$ cat config.mk
export PLATFORM = sky130hd
export DESIGN_NAME = mem_bus_arbiter
export DESIGN_NICKNAME = d
export VERILOG_FILES = /design/src/rtl/mem_bus_arbiter.sv
export SDC_FILE = /design/constraint.sdc
export NUM_CORES = 1
export LEC_CHECK = 0
export CELL_PAD_IN_SITES_DETAIL_PLACEMENT = 0
export CELL_PAD_IN_SITES_GLOBAL_PLACEMENT = 1
export CORE_MARGIN = 8
export CORE_UTILIZATION = 28
export DETAILED_ROUTE_END_ITERATION = 6
export PLACE_DENSITY_LB_ADDON = 0.15
export SLEW_MARGIN = 25
export SYNTH_ARGS = -nofsm -noshare
export SYNTH_HDL_FRONTEND = slang
export SYNTH_SLANG_ARGS = --single-unit
export TNS_END_PERCENT = 10
$ cat constraint.sdc
create_clock -name Clk -period 2.15 [get_ports Clk]
set_clock_uncertainty 0.15 [all_clocks]
set_input_delay 0.3225 -clock Clk [delete_from_list [all_inputs] [get_ports Clk]]
set_output_delay 0.3225 -clock Clk [all_outputs]
set_load 0.01 [all_outputs]
$ cat src/rtl/mem_bus_arbiter.sv
// mem_bus_arbiter
// ---------------
// Lets two requesters share one asynchronous SRAM port. The CPU is index 0
// and the program loader/debug port is index 1. Only one transaction runs at
// a time. When both requesters ask at once, the grant alternates between them.
// Each transaction runs IDLE -> SETUP -> ACCESS (WAIT_CYCLES cycles) -> DONE.
// The DONE cycle is a strobe turnaround cycle and carries the one-cycle ack.
//
// Ports
//   Clk, Reset                 : rising-edge clock, synchronous active-high reset
//   cpu_req/we/be/addr/wdata   : CPU request; req is held until cpu_ack
//   cpu_ack                    : one-cycle completion pulse for the CPU
//   ldr_req/we/be/addr/wdata   : loader request (same meaning as the CPU fields)
//   ldr_ack                    : one-cycle completion pulse for the loader
//   rdata                      : read data; valid in the ack cycle, then held
//   grant                      : owner of the current/last transaction (0 = CPU)
//   busy                       : high in SETUP, ACCESS and DONE
//   A                          : SRAM address
//   CE_N/OE_N/WE_N/UB_N/LB_N   : SRAM strobes, active low
//   mem_wdata, mem_wdata_oe    : write data and drive enable for the tri-state pad
//   mem_rdata                  : data returned by the SRAM
// All outputs come straight from flops.

module mem_bus_arbiter #(
    parameter int ADDR_W      = 20,
    parameter int DATA_W      = 16,
    parameter int WAIT_CYCLES = 2
) (
    input  logic              Clk,
    input  logic              Reset,
    input  logic              cpu_req,
    input  logic              cpu_we,
    input  logic [1:0]        cpu_be,
    input  logic [ADDR_W-1:0] cpu_addr,
    input  logic [DATA_W-1:0] cpu_wdata,
    output logic              cpu_ack,
    input  logic              ldr_req,
    input  logic              ldr_we,
    input  logic [1:0]        ldr_be,
    input  logic [ADDR_W-1:0] ldr_addr,
    input  logic [DATA_W-1:0] ldr_wdata,
    output logic              ldr_ack,
    output logic [DATA_W-1:0] rdata,
    output logic              grant,
    output logic              busy,
    output logic [ADDR_W-1:0] A,
    output logic              CE_N,
    output logic              OE_N,
    output logic              WE_N,
    output logic              UB_N,
    output logic              LB_N,
    output logic [DATA_W-1:0] mem_wdata,
    output logic              mem_wdata_oe,
    input  logic [DATA_W-1:0] mem_rdata
);

    typedef enum logic [1:0] {
        S_IDLE   = 2'd0,
        S_SETUP  = 2'd1,
        S_ACCESS = 2'd2,
        S_DONE   = 2'd3
    } state_t;

    // The counter is loaded with WAIT_CYCLES-1, so ACCESS lasts WAIT_CYCLES cycles.
    localparam logic [3:0] WAIT_LOAD = 4'(WAIT_CYCLES - 1);

    state_t              state_q,        state_d;
    logic [3:0]          cnt_q,          cnt_d;
    logic                grant_q,        grant_d;
    logic                last_grant_q,   last_grant_d;
    logic                we_q,           we_d;
    logic [1:0]          be_q,           be_d;
    logic [ADDR_W-1:0]   a_q,            a_d;
    logic [DATA_W-1:0]   mem_wdata_q,    mem_wdata_d;
    logic                mem_wdata_oe_q, mem_wdata_oe_d;
    logic [DATA_W-1:0]   rdata_q,        rdata_d;
    logic                ce_n_q,         ce_n_d;
    logic                oe_n_q,         oe_n_d;
    logic                we_n_q,         we_n_d;
    logic                ub_n_q,         ub_n_d;
    logic                lb_n_q,         lb_n_d;
    logic                cpu_ack_q,      cpu_ack_d;
    logic                ldr_ack_q,      ldr_ack_d;
    logic                busy_q,         busy_d;

    // Winner selection. On a tie the requester that did not win last time gets the grant.
    logic                pick_ldr_s;
    logic                sel_we_s;
    logic [1:0]          sel_be_s;
    logic [ADDR_W-1:0]   sel_addr_s;
    logic [DATA_W-1:0]   sel_wdata_s;

    // Choose the winning requester and multiplex its request fields.
    always_comb begin
        pick_ldr_s  = ldr_req & (~cpu_req | ~last_grant_q);
        if (pick_ldr_s) begin
            sel_we_s    = ldr_we;
            sel_be_s    = ldr_be;
            sel_addr_s  = ldr_addr;
            sel_wdata_s = ldr_wdata;
        end else begin
            sel_we_s    = cpu_we;
            sel_be_s    = cpu_be;
            sel_addr_s  = cpu_addr;
            sel_wdata_s = cpu_wdata;
        end
    end

    // Next-state and next-output logic. Each output is computed for the state being entered.
    always_comb begin
        state_d        = state_q;
        cnt_d          = cnt_q;
        grant_d        = grant_q;
        last_grant_d   = last_grant_q;
        we_d           = we_q;
        be_d           = be_q;
        a_d            = a_q;
        mem_wdata_d    = mem_wdata_q;
        mem_wdata_oe_d = mem_wdata_oe_q;
        rdata_d        = rdata_q;
        ce_n_d         = ce_n_q;
        oe_n_d         = oe_n_q;
        we_n_d         = we_n_q;
        ub_n_d         = ub_n_q;
        lb_n_d         = lb_n_q;
        cpu_ack_d      = 1'b0;
        ldr_ack_d      = 1'b0;
        busy_d         = busy_q;

        case (state_q)
            S_IDLE: begin
                if (cpu_req | ldr_req) begin
                    // Latch the request fields now so later changes cannot disturb the access.
                    state_d        = S_SETUP;
                    grant_d        = pick_ldr_s;
                    last_grant_d   = pick_ldr_s;
                    we_d           = sel_we_s;
                    be_d           = sel_be_s;
                    a_d            = sel_addr_s;
                    mem_wdata_d    = sel_wdata_s;
                    mem_wdata_oe_d = sel_we_s;
                    ce_n_d         = 1'b0;
                    oe_n_d         = sel_we_s;
                    we_n_d         = 1'b1;
                    ub_n_d         = ~sel_be_s[1];
                    lb_n_d         = ~sel_be_s[0];
                    busy_d         = 1'b1;
                end else begin
                    // A keeps the last address. All strobes stay high.
                    mem_wdata_oe_d = 1'b0;
                    ce_n_d         = 1'b1;
                    oe_n_d         = 1'b1;
                    we_n_d         = 1'b1;
                    ub_n_d         = 1'b1;
                    lb_n_d         = 1'b1;
                    busy_d         = 1'b0;
                end
            end

            S_SETUP: begin
                // Entering ACCESS: same strobes as SETUP, and WE_N drops for a write.
                state_d        = S_ACCESS;
                cnt_d          = WAIT_LOAD;
                ce_n_d         = 1'b0;
                oe_n_d         = we_q;
                we_n_d         = ~we_q;
                ub_n_d         = ~be_q[1];
                lb_n_d         = ~be_q[0];
                mem_wdata_oe_d = we_q;
                busy_d         = 1'b1;
            end

            S_ACCESS: begin
                if (cnt_q == 4'd0) begin
                    // Entering DONE: release the strobes. Write data stays driven past the WE_N rise.
                    state_d        = S_DONE;
                    ce_n_d         = 1'b1;
                    oe_n_d         = 1'b1;
                    we_n_d         = 1'b1;
                    ub_n_d         = 1'b1;
                    lb_n_d         = 1'b1;
                    mem_wdata_oe_d = we_q;
                    cpu_ack_d      = ~grant_q;
                    ldr_ack_d      = grant_q;
                    busy_d         = 1'b1;
                    if (we_q) begin
                        rdata_d = rdata_q;
                    end else begin
                        rdata_d = mem_rdata;
                    end
                end else begin
                    cnt_d          = cnt_q - 4'd1;
                    ce_n_d         = 1'b0;
                    oe_n_d         = we_q;
                    we_n_d         = ~we_q;
                    ub_n_d         = ~be_q[1];
                    lb_n_d         = ~be_q[0];
                    mem_wdata_oe_d = we_q;
                    busy_d         = 1'b1;
                end
            end

            S_DONE: begin
                // Back to IDLE. A request still high there starts a new transaction.
                state_d        = S_IDLE;
                mem_wdata_oe_d = 1'b0;
                ce_n_d         = 1'b1;
                oe_n_d         = 1'b1;
                we_n_d         = 1'b1;
                ub_n_d         = 1'b1;
                lb_n_d         = 1'b1;
                busy_d         = 1'b0;
            end

            default: begin
                state_d        = S_IDLE;
                mem_wdata_oe_d = 1'b0;
                ce_n_d         = 1'b1;
                oe_n_d         = 1'b1;
                we_n_d         = 1'b1;
                ub_n_d         = 1'b1;
                lb_n_d         = 1'b1;
                busy_d         = 1'b0;
            end
        endcase
    end

    // State and output registers. Reset aborts any transaction in progress without an ack.
    always_ff @(posedge Clk) begin
        if (Reset) begin
            state_q        <= S_IDLE;
            cnt_q          <= 4'd0;
            grant_q        <= 1'b0;
            last_grant_q   <= 1'b1;
            we_q           <= 1'b0;
            be_q           <= 2'b00;
            a_q            <= '0;
            mem_wdata_q    <= '0;
            mem_wdata_oe_q <= 1'b0;
            rdata_q        <= '0;
            ce_n_q         <= 1'b1;
            oe_n_q         <= 1'b1;
            we_n_q         <= 1'b1;
            ub_n_q         <= 1'b1;
            lb_n_q         <= 1'b1;
            cpu_ack_q      <= 1'b0;
            ldr_ack_q      <= 1'b0;
            busy_q         <= 1'b0;
        end else begin
            state_q        <= state_d;
            cnt_q          <= cnt_d;
            grant_q        <= grant_d;
            last_grant_q   <= last_grant_d;
            we_q           <= we_d;
            be_q           <= be_d;
            a_q            <= a_d;
            mem_wdata_q    <= mem_wdata_d;
            mem_wdata_oe_q <= mem_wdata_oe_d;
            rdata_q        <= rdata_d;
            ce_n_q         <= ce_n_d;
            oe_n_q         <= oe_n_d;
            we_n_q         <= we_n_d;
            ub_n_q         <= ub_n_d;
            lb_n_q         <= lb_n_d;
            cpu_ack_q      <= cpu_ack_d;
            ldr_ack_q      <= ldr_ack_d;
            busy_q         <= busy_d;
        end
    end

    assign cpu_ack      = cpu_ack_q;
    assign ldr_ack      = ldr_ack_q;
    assign rdata        = rdata_q;
    assign grant        = grant_q;
    assign busy         = busy_q;
    assign A            = a_q;
    assign CE_N         = ce_n_q;
    assign OE_N         = oe_n_q;
    assign WE_N         = we_n_q;
    assign UB_N         = ub_n_q;
    assign LB_N         = lb_n_q;
    assign mem_wdata    = mem_wdata_q;
    assign mem_wdata_oe = mem_wdata_oe_q;

endmodule

==> results of run 1 <==
## per-stage QoR
step	cells	total power (uW)
2_1_floorplan	339	3310
3_3_place_gp	623	4580
3_5_place_dp	623	4600
4_1_cts	639	5940
5_1_grt	639	6270
6_report	639	5850
## layer usage
layer | part of all wire, % | vias up | wire length (um) | global-route usage (%)
met3 | 9.9 | 12 | 1020 | 6.66
met4 | 1.1 | 2 | 116 | 4.63
li1 | - | 1540 | - | -
met5 | 0.13 | - | 13 | 0
met2 | 48 | 104 | 4880 | 22.5
met1 | 41 | 1386 | 4200 | 14.8
## sequential cells by signal (all words and copies together) (netlist names), 2 cells and up
register,flops
cnt_q,4
be_q,2
rdata,16
A,20
mem_wdata,16
state_q,2
## cell usage after synthesis (2+ instances only)
master,instances
a21oi_1,63
a32oi_1,2
and2b_1,2
and3_1,2
buf_2,7
buf_4,2
buf_8,3
clkbuf_1,15
dfxtp_1,72
ha_1,7
inv_1,5
mux2i_1,40
nand2_1,6
nand2b_1,4
nand3_1,16
nand4_1,2
nor2_1,7
o21ai_0,41
o21ai_1,19
o32a_1,3
## layout make-up
| type | instances | area, um2 |
|---|---|---|
| Timing Repair Buffer | 173 | 1730 |
| Clock buffer | 9 | 124 |
| Inverter | 7 | 26.3 |
| Tap cell | 140 | 175 |
| Fill cell | 1064 | 5750 |
| Sequential cell | 72 | 1440 |
| Multi-Input combinational cell | 231 | 1520 |
| Clock inverter | 7 | 120 |
## critical path, stage by stage, from the launching register on
cell and delay, ns:
dfxtp_1 0.35, inv_1 0.15, ha_1 0.23, and4bb_1 0.65, nand3_1 0.16, a21oi_1 0.15
## logic make-up after synthesis
family,Yosys count
mux,40
simple gates,45
flops,72
fa+ha+maj,7
buf+inv,36
compound gates,139
## power by group
part / internal (uW) / total (uW) / switching (uW)
combinational: 1300 / 2610 / 1310
sequential: 1740 / 1930 / 197
clock: 773 / 1310 / 536
total: 3810 / 5850 / 2040
## worst max path at each step
stage	start	to	slack (ns)	cells after the start
final	state_q[0]	rdata[13]	0.23	5
after global routing	state_q[0]	rdata[1]	0.06	5
after CTS	state_q[0]	rdata[13]	0.20	5
after detailed placement	cpu_req	mem_wdata[13]	0.22	5
after global placement	cpu_req	mem_wdata[2]	0.22	5
after floorplan	state_q[0]	LB_N	0.52	6
==> reports/qor.csv, run 1 <==
stage;metric;value;unit
flow_run;max-cap viol count;0;
grt;largest net degree at the start of global routing;45;
cts;cts repair resizes;0;
yosys;top-area cell type share of the netlist area;45.9;%
grt;total global-route track usage;13.6;%
route;post-route ant nets;0;
yosys;xor/xnor share of the synthesized area;0;%
pwr;Peak supply drop;0.428;mV
yosys;Syn Area/Cell;9.27;um2
die;core area;10900;um2
critical_path;Setup CP Type;reg2reg;
sta;relative slew slack;56.0;%
cts;clk slew on worst S/H paths;0.09;ns
pwr;static leakage;0.00190;uW
route;via/cell ratio;4.76;
cts;hold-fix buffers at CTS;0;
sta;hold slack;0.333;ns
yosys;synthesized cell area;3140;um2
layout;Final Cell Area;5140;um2
layout;Net count, final;599;
outcome;status;finished clean;
yosys;Seq/Total Area, Yosys;45.9;%
critical_path;Worst setup EP type;flop;
yosys;Seq cells post-synth;72;
yosys;Post-synth ARST share;0;%
yosys;post-synthesis compound-gate area fraction;24.5;%
sta;minimum clock period;1.92;ns
place;Cell Area, Placed;4890;um2
grt;number of global-route vias before repair;3169;
cts;CTS tree;built;
pwr;PD cells;1140;nW/um2
sta;RSZ-0062 raised after global routing;false;
hold_path;hold crit path type;reg2reg;
layout;most frequent cells in the layout;159 x clkdlybuf4s50_1, 72 x dfxtp_1, 63 x a21oi_1;
die;FP Rows;38;
yosys;yosys warns;0;
yosys;combinational family with the most area after synthesis;compound AO/OA/AOI/OAI gates;
critical_path;Worst R2R Start;state_q[0];
place;gpl congestion;0.725;
route;initial DRC count;130;
sta;Fmax achieved;521;MHz
route;DRC violations left;0;
yosys;Post-synth EDFFs;0;
sta;period utilization;89.3;%
sta;Worst-Margin Slew;0.661;ns
sta;Final Slew Violations;0;
cts;Longest Clk Path Bufs;2;
yosys;library cells used by synthesis;41;
cts;CTS Buf Count;9;
route;first drt pass iteration count;4;
layout;commonest non-fill, non-tap cell in the layout;clkdlybuf4s50_1;
yosys;largest area contributor in the netlist;dfxtp_1;
yosys;syn_nets;444;
critical_path;crit start category;flop;
die;Ports;160;
route;total routed wirelength;10.2;mm
yosys;Main synth FF type;dfxtp_1;
yosys;Syn Inst Count;339;
layout;area delta synth->final;63.5;%
critical_path;reg2reg setup slack;0.23;ns
sta;worst setup slack after layout;0.229;ns
yosys;multiplexer share of the synthesized area;12.7;%
critical_path;cell count of the worst reg-to-reg path;5;
critical_path;CP max FO;18;
cts;Setup Buffers After CTS;0;
critical_path;worst path required time;2.27;ns
route;Avg WL per Cell;16.0;um
cts;H-tree levels;3;
hold_path;Worst Hold Path Cells;2;
grt;first-pass GRT wire length;16.0;mm
place;IO buf count;159;
sta;final setup TNS;0;ns
place;HPWL Detailed;7.75;mm
hold_path;Worst Hold Launch;rdata[11];
yosys;top post-synthesis cells by area;dfxtp_1 46%, mux2i_1 13%, a21oi_1 10%;
critical_path;Worst EP arrival;2.04;ns
grt;antenna violations before repair;1;
layout;ANT cells;0;
cts;CTS root buf;clkbuf_8;
layout;Layout Utilization;47.2;%
die;die area;14900;um2
die;Initial Util;28.9;%
route;vias;3044;
sta;final hold vios;0;
sta;Setup-failing EPs final;0;
die;width of the die;122;um
grt;grt total ovfl;0;
critical_path;Crit Reg-Reg Endpoint;rdata[13];
yosys;Post-Synth Simple-Gate Area;7.93;%
place;pre-CTS setup slack;0.217;ns
cts;clk sink count;72;
hold_path;Hold Path End;rdata[11];
cts;Worst-Skew Late Latency;0.34;ns
yosys;Synth Area in Adders;2.79;%
die;die height;122;um
layout;share of cells above drive strength 1;7.21;%
Power figures use the tool's default switching activity.
==> inputs of run 2 (changes only) <==
CTS_CLUSTER_DIAMETER = 40   (was unset)
==> results of run 2 <==
Same layout as run 1: the final DEF is identical, and so are final timing and power.
